### config.mk
export PLATFORM = sky130hd
export DESIGN_NAME = udp_frame_bank_ctrl_flat
export DESIGN_NICKNAME = d
export VERILOG_FILES = /design/src/rtl/udp_frame_bank_ctrl_if.sv /design/src/rtl/udp_frame_bank_ctrl.sv /design/src/flat_wrapper.sv
export SDC_FILE = /design/constraint.sdc
export NUM_CORES = 1
export LEC_CHECK = 0
export ABC_CLOCK_PERIOD_IN_PS = 3940
export CORE_MARGIN = 4
export CORE_UTILIZATION = 41
export CTS_CLUSTER_DIAMETER = 120
export DETAILED_ROUTE_END_ITERATION = 8
export MAX_ROUTING_LAYER = met4
export REMOVE_ABC_BUFFERS = 1
export SKIP_CTS_REPAIR_TIMING = 1
export SYNTH_ARGS = -nofsm -noshare
export SYNTH_HDL_FRONTEND = slang
export SYNTH_SLANG_ARGS = --single-unit
export TNS_END_PERCENT = 10
### constraint.sdc
create_clock -name clk -period 3.94 [get_ports clk]
set_input_delay 0.985 -clock clk [delete_from_list [all_inputs] [get_ports clk]]
set_output_delay 0.985 -clock clk [all_outputs]
set_load 0.05 [all_outputs]
### src/rtl/udp_frame_bank_ctrl_if.sv
// Handshake bundle between the UDP unpacker, the frame bank controller and
// the frame read/write engine. The controller uses the slave modport.
interface udp_frame_bank_ctrl_if;
   logic up_write_req;
   logic up_write_req_ack;
   logic up_write_en;
   logic fw_write_req;
   logic fw_write_req_ack;
   logic read_frame_req;

   modport master (
      output up_write_req,
      output up_write_en,
      output fw_write_req_ack,
      output read_frame_req,
      input  up_write_req_ack,
      input  fw_write_req
   );

   modport slave (
      input  up_write_req,
      input  up_write_en,
      input  fw_write_req_ack,
      input  read_frame_req,
      output up_write_req_ack,
      output fw_write_req
   );
endinterface

### src/rtl/udp_frame_bank_ctrl.sv
// Triple-buffer bank controller: sequences UDP frame writes into SDRAM banks,
// commits complete frames, drops stalled or restarted ones, and swaps the display bank.
module udp_frame_bank_ctrl #(
   parameter int PIXEL_COUNT = 307200,
   parameter int TIMEOUT_CYC = 12500000,
   parameter int CNT_W       = 16
) (
   input  logic                 clk,
   input  logic                 reset,
   udp_frame_bank_ctrl_if.slave bus,
   output logic [1:0]           write_bank,
   output logic [1:0]           read_bank,
   output logic                 frame_done,
   output logic                 frame_drop,
   output logic                 busy,
   output logic [CNT_W-1:0]     done_cnt,
   output logic [CNT_W-1:0]     drop_cnt
);

   localparam int PIX_W = 19;
   localparam int TMO_W = $clog2(TIMEOUT_CYC + 1);
   localparam logic [PIX_W-1:0] PIX_FULL = PIX_W'(PIXEL_COUNT);
   localparam logic [PIX_W-1:0] PIX_LAST = PIX_W'(PIXEL_COUNT - 1);
   localparam logic [TMO_W-1:0] TMO_LAST = TMO_W'(TIMEOUT_CYC - 1);

   typedef enum logic [1:0] {
      S_IDLE   = 2'd0,
      S_REQ    = 2'd1,
      S_ACTIVE = 2'd2
   } state_t;

   state_t           state;
   logic             req_q;
   logic             fw_req_q;
   logic             newest_valid;
   logic [1:0]       newest;
   logic [PIX_W-1:0] pix_cnt;
   logic [TMO_W-1:0] tmo;

   logic       req_edge;
   logic       pix_full_next;
   logic       timeout;
   logic       commit;
   logic       restart;
   logic [1:0] sel_bank;

   assign req_edge = bus.up_write_req & ~req_q;
   assign busy     = (state != S_IDLE);

   assign bus.fw_write_req     = fw_req_q;
   assign bus.up_write_req_ack = bus.fw_write_req_ack & (state == S_REQ);

   // Frame is full once this cycle's write (if any) has been counted.
   assign pix_full_next = bus.up_write_en ? (pix_cnt >= PIX_LAST) : (pix_cnt >= PIX_FULL);
   assign timeout       = busy & ~bus.up_write_en & (tmo == TMO_LAST);

   // A frame filled before the engine acked is committed on the ack cycle.
   assign commit = ((state == S_REQ) & bus.fw_write_req_ack & ~timeout & pix_full_next) |
                   ((state == S_ACTIVE) & bus.up_write_en & (pix_cnt >= PIX_LAST));
   assign restart = (state == S_ACTIVE) & req_edge & ~commit;

   // NOTE: every output of an always_comb gets a value on every path, otherwise a latch is inferred.
   always_comb begin
      sel_bank = 2'd0;
      if (newest_valid)
         sel_bank = 2'd3 - read_bank - newest;  // the one bank neither displayed nor newest
      else
         sel_bank = (read_bank == 2'd2) ? 2'd0 : read_bank + 2'd1;
   end

   // NOTE: state registers use non-blocking assignments so every flop samples pre-edge values.
   always_ff @(posedge clk or posedge reset) begin
      if (reset) begin
         state        <= S_IDLE;
         req_q        <= 1'b0;
         fw_req_q     <= 1'b0;
         write_bank   <= 2'd1;
         read_bank    <= 2'd0;
         newest_valid <= 1'b0;
         newest       <= 2'd0;
         pix_cnt      <= '0;
         tmo          <= '0;
         frame_done   <= 1'b0;
         frame_drop   <= 1'b0;
         done_cnt     <= '0;
         drop_cnt     <= '0;
      end else begin
         req_q      <= bus.up_write_req;
         frame_done <= 1'b0;
         frame_drop <= 1'b0;

         case (state)
            S_IDLE: begin
               if (req_edge) begin
                  write_bank <= sel_bank;
                  fw_req_q   <= 1'b1;
                  pix_cnt    <= '0;
                  tmo        <= '0;
                  state      <= S_REQ;
               end
            end
            default: begin
               if (bus.up_write_en) begin
                  pix_cnt <= pix_cnt + 1'b1;
                  tmo     <= '0;
               end else begin
                  tmo <= tmo + 1'b1;
               end

               if (commit) begin
                  newest       <= write_bank;
                  newest_valid <= 1'b1;
                  frame_done   <= 1'b1;
                  done_cnt     <= done_cnt + 1'b1;
                  fw_req_q     <= 1'b0;
                  state        <= S_IDLE;
               end else if (restart) begin
                  // Upstream restarted the frame: rewrite the same bank from scratch.
                  frame_drop <= 1'b1;
                  drop_cnt   <= drop_cnt + 1'b1;
                  fw_req_q   <= 1'b1;
                  pix_cnt    <= '0;
                  tmo        <= '0;
                  state      <= S_REQ;
               end else if (timeout) begin
                  frame_drop <= 1'b1;
                  drop_cnt   <= drop_cnt + 1'b1;
                  fw_req_q   <= 1'b0;
                  state      <= S_IDLE;
               end else if ((state == S_REQ) && bus.fw_write_req_ack) begin
                  fw_req_q <= 1'b0;
                  state    <= S_ACTIVE;
               end
            end
         endcase

         // Display swap; a commit in the same cycle hands its bank straight over.
         if (bus.read_frame_req) begin
            if (commit) begin
               read_bank    <= write_bank;
               newest_valid <= 1'b0;
            end else if (newest_valid && (newest != read_bank)) begin
               read_bank    <= newest;
               newest_valid <= 1'b0;
            end
         end
      end
   end

endmodule
### src/flat_wrapper.sv
// flat-port wrapper written by rule: the top's interface ports become plain ports
module udp_frame_bank_ctrl_flat 
#(
   parameter int PIXEL_COUNT = 307200,
   parameter int TIMEOUT_CYC = 12500000,
   parameter int CNT_W       = 16
)
  (clk, reset, write_bank, read_bank, frame_done, frame_drop, busy, done_cnt, drop_cnt, bus_up_write_req, bus_up_write_en, bus_fw_write_req_ack, bus_read_frame_req, bus_up_write_req_ack, bus_fw_write_req);
  udp_frame_bank_ctrl_if bus_i ();
  input  logic clk;
  input  logic reset;
  output logic [1:0] write_bank;
  output logic [1:0] read_bank;
  output logic frame_done;
  output logic frame_drop;
  output logic busy;
  output logic [CNT_W-1:0] done_cnt;
  output logic [CNT_W-1:0] drop_cnt;
  input wire logic [$bits(bus_i.up_write_req)-1:0] bus_up_write_req;
  input wire logic [$bits(bus_i.up_write_en)-1:0] bus_up_write_en;
  input wire logic [$bits(bus_i.fw_write_req_ack)-1:0] bus_fw_write_req_ack;
  input wire logic [$bits(bus_i.read_frame_req)-1:0] bus_read_frame_req;
  output wire logic [$bits(bus_i.up_write_req_ack)-1:0] bus_up_write_req_ack;
  output wire logic [$bits(bus_i.fw_write_req)-1:0] bus_fw_write_req;
  assign bus_i.up_write_req = bus_up_write_req;
  assign bus_i.up_write_en = bus_up_write_en;
  assign bus_i.fw_write_req_ack = bus_fw_write_req_ack;
  assign bus_i.read_frame_req = bus_read_frame_req;
  assign bus_up_write_req_ack = bus_i.up_write_req_ack;
  assign bus_fw_write_req = bus_i.fw_write_req;
  udp_frame_bank_ctrl #(.PIXEL_COUNT(PIXEL_COUNT), .TIMEOUT_CYC(TIMEOUT_CYC), .CNT_W(CNT_W)) u_core (.clk(clk), .reset(reset), .bus(bus_i), .write_bank(write_bank), .read_bank(read_bank), .frame_done(frame_done), .frame_drop(frame_drop), .busy(busy), .done_cnt(done_cnt), .drop_cnt(drop_cnt));
endmodule
-- Yosys cells after proc, flatten, opt, wreduce, memory -nomap -nowiden
Cells that the tools add are included.
- bits in registers: 88
- word-level logic and storage cells: 96
- output and inout bits: 41
- input port bits: 6
- magnitude comparators: 2
- reductions and logical operators: 12
- muxes and demuxes: 40
- $add $sub $neg: 7
- bitwise operators: 16
- equality and inequality tests: 6
- operator list (operator ; number):
    $mux 24 ; 5
    $mux 19 ; 5
    $ge 19x19->1 const B ; 2
    $add 16x1->16 const B ; 2
    $mux 16 ; 2
    $add 24x1->24 const B ; 1
    $eq 24x24->1 const B ; 1
    $mux 2 ; 10
    $add 19x1->19 const B ; 1
    $mux 1 ; 18
    $and 1x1->1 ; 10
    $reduce_and 2->1 ; 4
    $reduce_bool 2->1 ; 3
    $not 1->1 ; 5
    $reduce_bool 5->1 ; 1
    $eq 2x2->1 const B ; 2
    $reduce_and 3->1 ; 1
    $add 2x1->2 const B ; 1
    $eq 2x1->1 const B ; 1
    $logic_and 1x1->1 ; 2
    $logic_not 2->1 ; 1
    $ne 2x1->1 const B ; 1
    $ne 2x2->1 ; 1
    $sub 2x2->2 ; 1
    2 further kinds ; 2

-- Depth between registers and ports, before layout
Gate-level depths: netlist (run 1).
- word-level depth: 12
- gate-level depth with buffers: 8
- mapped depth without buffers: 7

-- Least setup slack after synthesis (run 1)
Ideal clock, no wire load.
- kind: input to register
- start point: input port bus_up_write_en
- end point: register u_core.done_cnt[6]
- library setup time: 0.146 ns
- data required time: 3.794 ns
- cell stages on the path: 7
- setup slack: 1.266 ns
- buffers on the path: 2
- arrival time: 2.528 ns
- path through: clkbuf_8 -> or4_4 -> or4_4 -> nand3_4 -> buf_6 -> nor3_1 -> xor2_1
- longest elaborated chain between the ends: 8
- elaborated cells between the ends (all ways): 11
- those cells by class: 1 x mux; 9 x bitwise; 1 x reduce/logical
- ends and longest elaborated chain (element ; line ; RTL):
    start: declaration ; flat_wrapper.sv:20 ; input wire logic [$bits(bus_i.up_write_en)-1:0] bus_up_write_en;
    $not 1->1 ; udp_frame_bank_ctrl.sv:55 ; assign timeout = busy & ~bus.up_write_en & (tmo == TMO_LAST);
    $and 1x1->1 (2 in a row) ; udp_frame_bank_ctrl.sv:55 ;
    $not 1->1 ; udp_frame_bank_ctrl.sv:58 ; assign commit = ((state == S_REQ) & bus.fw_write_req_ack & ~timeout & pix_full_next) |
    $and 1x1->1 (2 in a row) ; udp_frame_bank_ctrl.sv:58 ;
    $or 1x1->1 (*) ; udp_frame_bank_ctrl.sv:58 ;
    $reduce_and 2->1 (no line) (*) ; n/a ;
    end signal: assignment ; udp_frame_bank_ctrl.sv:114 ; done_cnt <= done_cnt + 1'b1;
    end: declaration ; udp_frame_bank_ctrl.sv:16 ; output logic [CNT_W-1:0] done_cnt,
Every way passes the cells marked *; elsewhere a longest branch is shown, timed or not.
A chain may end at the register's enable or synchronous reset.

-- Final worst setup path (run 1)
- start point: register u_core.state[1]
- end point: output port busy
- longest elaborated chain between the ends: 1
- ends and longest elaborated chain (element ; line ; RTL):
    start: declaration ; udp_frame_bank_ctrl.sv:32 ; state_t state;
    start signal: assignment ; udp_frame_bank_ctrl.sv:74 ; state <= S_IDLE;
    start signal: assignment ; udp_frame_bank_ctrl.sv:99 ; state <= S_REQ;
    start signal: assignment ; udp_frame_bank_ctrl.sv:116 ; state <= S_IDLE;
    $reduce_bool 2->1 ; udp_frame_bank_ctrl.sv:48 ; assign busy = (state != S_IDLE);
    end: declaration ; flat_wrapper.sv:16 ; output logic busy;
No other way between the ends.

==> results of run 1 <==
==> worst register-to-register path, stage by stage (launching register included) <==
cell and delay [ns]:
sky130_fd_sc_hd__dfrtp_1 0.45, sky130_fd_sc_hd__or3b_1 0.39, sky130_fd_sc_hd__or4_4 0.54, sky130_fd_sc_hd__or4_4 0.46, sky130_fd_sc_hd__nand3_4 0.22, sky130_fd_sc_hd__inv_2 0.14, sky130_fd_sc_hd__a31oi_1 0.20, sky130_fd_sc_hd__nand3_1 0.10
==> power breakdown <==
group	leakage [nW]	total [W]	switching [W]	internal [W]
clock	0.168	0.000960	0.000363	0.000597
combinational	1.15	0.000507	0.000332	0.000175
sequential	1.17	0.00106	0.0000929	0.000969
total	2.49	0.00253	0.000788	0.00174
==> area by class of cell <==
class / count / area share
Clock buffer: 11 / 0.0452
Clock inverter: 5 / 0.0159
Inverter: 18 / 0.0123
Multi-Input combinational cell: 371 / 0.412
Sequential cell: 87 / 0.390
Tap cell: 140 / 0.0313
Timing Repair Buffer: 53 / 0.0936
==> synth_stat cells (all sizes together) (2+ instances only) <==
cell / instances / share of area
or3: 7 / 0.0094
nor3: 24 / 0.030
nand4: 16 / 0.021
dfrtp: 86 / 0.46
o21ai: 33 / 0.035
a21o: 10 / 0.016
a31oi: 12 / 0.017
mux2i: 3 / 0.0064
o2bb2ai: 2 / 0.0038
xnor2: 7 / 0.013
and2: 3 / 0.0040
or4: 4 / 0.0080
nor2b: 3 / 0.0040
a22o: 5 / 0.0094
clkbuf: 13 / 0.013
o311ai: 5 / 0.0094
buf: 4 / 0.0080
nand2b: 4 / 0.0054
ha: 6 / 0.016
o21a: 5 / 0.0080
nor2: 26 / 0.021
nor4b: 2 / 0.0064
inv: 18 / 0.014
xor2: 30 / 0.056
nand3: 37 / 0.042
a21oi: 15 / 0.016
nor4: 9 / 0.015
and4: 5 / 0.0094
nor3b: 5 / 0.0091
nand2: 67 / 0.054
and3: 10 / 0.014
==> per-stage QoR <==
stage	hold slack, ns	setup WS (ns)	std cells	utilization
4_1_cts	0.470	0.718	685	0.509
2_1_floorplan	0.465	0.706	476	-
3_3_place_gp	0.461	0.595	669	0.478
6_report	0.468	0.724	685	0.509
5_1_grt	0.482	0.523	685	0.509
3_5_place_dp	0.458	0.570	669	0.478
==> flip-flops by register name, summed over array words and instances (netlist names) <==
| register | cells |
|---|---|
| u_core.write_bank | 2 |
| u_core.read_bank | 2 |
| u_core.done_cnt | 16 |
| u_core.tmo | 24 |
| u_core.bus.fw_write_req | 1 |
| u_core.newest_valid | 1 |
| u_core.newest | 2 |
| u_core.frame_drop | 1 |
| u_core.pix_cnt | 19 |
| u_core.req_q | 1 |
| u_core.drop_cnt | 16 |
| u_core.state | 1 |
| u_core.frame_done | 1 |
==> cells by family after synthesis <==
logic type	count (synthesis)	share of synthesized area
AOI/OAI and AO/OA	96	0.132
muxes	4	0.00884
xor gates and xnor gates	37	0.0694
and+or+nand+nor	228	0.265
buffers and inverters	36	0.0421
DFF	87	0.466
adders and majority gates	6	0.0161
==> per-layer routing <==
layer	GRT usage	wire length (µm)
met5	-	0
met4	0.0446	138
met3	0.0426	565
met2	0.248	4360
met1	0.244	5270
==> how the worst max path moves through the flow <==
| stage | from | endpoint | slack, ns | depth (start not counted) |
|---|---|---|---|---|
| floorplan | reset | u_core.bus.fw_write_req | 0.71 | 1 |
| global placement | bus_up_write_en | u_core.read_bank[0] | 0.60 | 8 |
| detailed placement | bus_up_write_en | u_core.read_bank[1] | 0.57 | 8 |
| CTS | u_core.state[1] | busy | 0.72 | 3 |
| global route | u_core.state[1] | busy | 0.52 | 3 |
| finish | u_core.state[1] | busy | 0.72 | 3 |
==> flow_summary_export.csv, run 1 <==
group,metric,value,unit
job,timing.max_cap.violations,0,
die,die_y,115,µm
route,antenna_violating_nets_post_route,0,
finish,areaGrowthSynthToFinish,19.6,%
finish,filler_cell_count,1026,
sta,grt_setup_unrepaired,"false",
logic_synthesis,number_of_synthesized_flops_with_an_enable_pin,0,
sta,fmaxAchievable,0.311,GHz
sta,hold_viol,0,
global_routing,grt_pass1_wl,17900,µm
global_routing,grt_start_max_net_pins,48,
die,design.die.area,13200,µm²
worst_setup_path,crit_path_start_kind,"flop",
clocking,h-tree-depth,3,
worst_setup_path,worstRegToRegCells,7,
sta,worstMarginPinSlew,0.745,ns
finish,antenna_cells_inserted,0,
min_path,hp-class,"flop to flop",
sta,report.final.slew_viol_count,0,
sta,min_period_over_period,0.816,
die,pin_count,47,
sta,timing.final.crit_period,3.22,ns
clocking,clk_root_buffer_cell,"sky130_fd_sc_hd__clkbuf_16",
logic_synthesis,synthArstFlopShare,1.00,
die,initial_core_util,0.425,
die,die-width,115,µm
route,drc_errors,0,
finish,layout-drive-gt1-share,0.0862,
worst_setup_path,worstSetupPathType,"flop to output pin",
min_path,hold-path-endpoint,"u_core.done_cnt[15]",
die,fp.coreArea,11000,µm²
power,ir_worst_vdd,0.000290,V
die,rows,38,
power,p_leak,2.49,nW
route,drt-initial-drc-count,246,
logic_synthesis,syn_inst,494,
worst_setup_path,critical_path_arrival,2.23,ns
clocking,tritoncts,"done",
worst_setup_path,critical_path_peak_fanout,8,
logic_synthesis,top_flip_flop_cell_by_instance_count_after_synthesis,"sky130_fd_sc_hd__dfrtp_1",
placed_design,postPlaceCellArea,5250,µm²
global_routing,grt_pass1_vias,3570,
clocking,cts-root-to-sink-buffers,2,
worst_setup_path,worst_ep_required_time,2.95,ns
route,vias_per_cell,5.62,
logic_synthesis,synth.ff_latch_count,87,
sta,tns,0,ns
min_path,min_from,"u_core.done_cnt[15]",
sta,setup_violations,0,
logic_synthesis,avgSynthCellArea,9.45,µm²
finish,seqCellArea,2180,µm²
logic_synthesis,synth.yosys.seq_area_share,0.466,
clocking,tritoncts_buffer_count,9,
logic_synthesis,ys.warnings.count,0,
sta,final.setup_skew,0.00721,ns
route,pre_antenna_drt_iters,4,
worst_setup_path,r2r-start,"u_core.tmo[5]",
clocking,insertion_delay,0.35,ns
route,wirelength,10300,µm
power,power_density,452,nW/µm²
global_routing,grt-ovfl-total,0,
global_routing,grt_use_total,0.172,
global_routing,grt_antenna_before_repair,0,
worst_setup_path,critical_path_buf_inv_count,2,
finish,layout_common_cells,"sky130_fd_sc_hd__dfrtp_1 (86), sky130_fd_sc_hd__nand2_1 (66), sky130_fd_sc_hd__clkdlybuf4s50_1 (45)",
min_path,hold_path_depth,1,
outcome,run_status,"complete, no violations",
finish,final_net_count,552,
sta,slew-limit-headroom,0.503,
route,routed_via_count,3848,
clocking,clock-sinks,87,
logic_synthesis,netlist-cell-type-count,60,
power,fin_total_pwr,0.00253,W
worst_setup_path,critical-path-slowest-cell,"sky130_fd_sc_hd__clkdlybuf4s50_1",
placed_design,finalWeightedCongestion,0.843,
finish,multi_input_gate_area,2300,µm²
placed_design,port-buffer-count,46,
worst_setup_path,reg_to_reg_endpoint,"u_core.read_bank[1]",
worst_setup_path,critPathCaptureType,"output pin",
worst_setup_path,timing.reg2reg.setup_slack,1.34,ns
clocking,clk_transition_reported_paths,0.07,ns
worst_setup_path,cpLargestDelayFamily,"buffers and inverters",
worst_setup_path,critPathMaxStageDelay,0.76,ns
finish,layout.cells.most_common,"sky130_fd_sc_hd__dfrtp_1",
placed_design,hpwlAfterDp,7020,µm
finish,fin_area,5590,µm²
logic_synthesis,mapped_cell_area,4670,µm²
route,detail_route.wl_per_cell,15.1,µm
worst_setup_path,cell_chain_of_the_critical_path,"nor2_1 > inv_1 > clkdlybuf4s50_1",
No activity file was read; power rests on OpenSTA's default activity.
==> run 2, diff against run 1 <==
--- a/config.mk
+++ b/config.mk
@@ -5,7 +5,7 @@
 export SDC_FILE = /design/constraint.sdc
 export NUM_CORES = 1
 export LEC_CHECK = 0
-export ABC_CLOCK_PERIOD_IN_PS = 3940
+export ABC_CLOCK_PERIOD_IN_PS = 2750
 export CORE_MARGIN = 4
 export CORE_UTILIZATION = 41
 export CTS_CLUSTER_DIAMETER = 120
==> constraint.sdc (replaced) <==
create_clock -name clk -period 2.75 [get_ports clk]
set_input_delay 0.6875 -clock clk [delete_from_list [all_inputs] [get_ports clk]]
set_output_delay 0.6875 -clock clk [all_outputs]
set_load 0.05 [all_outputs]
==> flow_summary_export.csv, run 2 (synthesized netlist as in run 1, its figures left out) <==
group,metric,value,unit
outcome,run_status,"complete, no violations",
finish,filler_cell_count,1028,
sta,min_period_over_period,0.943,
worst_setup_path,timing.reg2reg.setup_slack,0.32,ns
global_routing,grt-ovfl-total,0,
worst_setup_path,critPathMaxStageDelay,0.84,ns
finish,antenna_cells_inserted,0,
worst_setup_path,worst_ep_required_time,2.06,ns
placed_design,hpwlAfterDp,7120,µm
global_routing,grt_use_total,0.175,
sta,final.setup_skew,0.00709,ns
die,rows,38,
sta,fmaxAchievable,0.386,GHz
power,p_leak,2.58,nW
route,vias_per_cell,5.54,
finish,areaGrowthSynthToFinish,22.9,%
worst_setup_path,crit_path_start_kind,"flop",
sta,hold_viol,0,
sta,worstMarginPinSlew,0.530,ns
global_routing,grt_pass1_wl,18400,µm
finish,layout-drive-gt1-share,0.114,
min_path,hp-class,"flop to flop",
worst_setup_path,cell_chain_of_the_critical_path,"nor2_1 > inv_1 > clkdlybuf4s50_1",
route,drt-initial-drc-count,212,
finish,layout_common_cells,"sky130_fd_sc_hd__dfrtp_1 (86), sky130_fd_sc_hd__nand2_1 (66), sky130_fd_sc_hd__clkdlybuf4s50_1 (45)",
clocking,clk_root_buffer_cell,"sky130_fd_sc_hd__clkbuf_16",
sta,grt_setup_unrepaired,"false",
finish,biggestRegsByFlops,"u_core.tmo (24), u_core.pix_cnt (19)",
sta,slew-limit-headroom,0.646,
sta,tns,0,ns
power,ir_worst_vdd,0.000445,V
sta,timing.final.crit_period,2.59,ns
finish,layout.cells.most_common,"sky130_fd_sc_hd__dfrtp_1",
die,initial_core_util,0.425,
worst_setup_path,worstSetupPathType,"flop to output pin",
worst_setup_path,critical_path_peak_fanout,7,
global_routing,grt_start_max_net_pins,88,
clocking,h-tree-depth,3,
worst_setup_path,critical-path-slowest-cell,"sky130_fd_sc_hd__clkdlybuf4s50_1",
worst_setup_path,crit_path_end,"busy",
die,design.die.area,13200,µm²
placed_design,postPlaceCellArea,5440,µm²
worst_setup_path,critical_path_arrival,1.91,ns
route,routed_via_count,3886,
sta,report.final.slew_viol_count,0,
worst_setup_path,reg_to_reg_endpoint,"u_core.drop_cnt[7]",
worst_setup_path,cpLargestDelayFamily,"buffers and inverters",
worst_setup_path,r2r-start,"u_core.tmo[5]",
placed_design,post-place-cells,686,
die,die_y,115,µm
route,drc_errors,0,
finish,utilization_after_layout,0.523,
clocking,tritoncts_buffer_count,9,
clocking,insertion_delay,0.34,ns
worst_setup_path,critical_path_buf_inv_count,2,
job,timing.max_cap.violations,0,
finish,max_ffs_per_register,24,
placed_design,port-buffer-count,46,
global_routing,grt_pass1_vias,3756,
clocking,tritoncts,"done",
placed_design,finalWeightedCongestion,0.846,
clocking,clock-sinks,87,
power,fin_total_pwr,0.00355,W
worst_setup_path,critical_path_cell_count,3,
route,antenna_violating_nets_post_route,0,
global_routing,grt_antenna_before_repair,0,
die,fp.coreArea,11000,µm²
sta,setup_violations,0,
die,pin_count,47,
route,wirelength,10400,µm
finish,largest-register,"u_core.tmo",
finish,final_net_count,569,
clocking,cts-root-to-sink-buffers,2,
worst_setup_path,critPathCaptureType,"output pin",
route,detail_route.wl_per_cell,14.8,µm
finish,fin_area,5740,µm²
die,die-width,115,µm
worst_setup_path,worstRegToRegCells,7,
power,power_density,618,nW/µm²
finish,finalNonFillerCells,702,
worst_setup_path,startpoint,"u_core.state[1]",
route,pre_antenna_drt_iters,4,
clocking,clk_transition_reported_paths,0.07,ns
run 2: cell count changes in the layout (fill, tap and decap cells not counted):
cell	change
sky130_fd_sc_hd__buf_4	+12
sky130_fd_sc_hd__buf_12	+5
sky130_fd_sc_hd__inv_6	+4
sky130_fd_sc_hd__clkbuf_8	-2
sky130_fd_sc_hd__clkinv_4	-2
sky130_fd_sc_hd__bufinv_16	-1
sky130_fd_sc_hd__clkinv_2	+1
sky130_fd_sc_hd__clkinvlp_4	+1
sky130_fd_sc_hd__inv_8	-1
run 2: layout make-up:
type	instances	area, µm²	share of cell area
flip-flops and latches	87	2180	0.380
inverters	18	68.8	0.0120
well taps	140	175	0.0305
multi-input cells	371	2300	0.401
clock inverters	7	77.6	0.0135
clock buffers	9	225	0.0392
repair buffers	70	713	0.124
run 2: worst min-delay path by stage:
stage / start / end / cells past startpoint
detailed placement: u_core.done_cnt[15] / u_core.done_cnt[15] / 1
floorplan: u_core.tmo[22] / u_core.tmo[22] / 1
global placement: u_core.drop_cnt[15] / u_core.drop_cnt[15] / 1
finish: u_core.done_cnt[15] / u_core.done_cnt[15] / 1
CTS: u_core.done_cnt[15] / u_core.done_cnt[15] / 1
global route: u_core.done_cnt[15] / u_core.done_cnt[15] / 1
run 2: worst register-to-register path: stages (launching register included):
cell                      delay (ns)
sky130_fd_sc_hd__dfrtp_1        0.44
sky130_fd_sc_hd__or3b_1         0.40
sky130_fd_sc_hd__or4_4          0.56
sky130_fd_sc_hd__nor4_4         0.20
sky130_fd_sc_hd__a31oi_2        0.09
sky130_fd_sc_hd__buf_12         0.18
sky130_fd_sc_hd__nor4b_2        0.33
sky130_fd_sc_hd__xor2_1         0.17
run 2: per-layer routing:
layer | GRT usage | routed length [µm] | vias up
li1 | - | - | 1909
met1 | 0.238 | 5030 | 1882
met2 | 0.267 | 4750 | 87
met3 | 0.0447 | 530 | 8
met4 | 0.0368 | 76 | 0
met5 | - | 0 | -
run 2: power breakdown:
group	switching (W)	internal (W)	leakage [nW]
sequential	0.000135	0.00139	1.17
clock	0.000535	0.000715	0.147
combinational	0.000485	0.000287	1.26
run 2: through the flow:
| stage | hold WS (ns) | worst slack (ns) |
|---|---|---|
| detailed placement | 0.463 | -0.162 |
| floorplan | 0.465 | -0.186 |
| CTS | 0.478 | 0.150 |
| global route | 0.503 | 0.0506 |
| global placement | 0.462 | -0.0934 |
| finish | 0.474 | 0.156 |
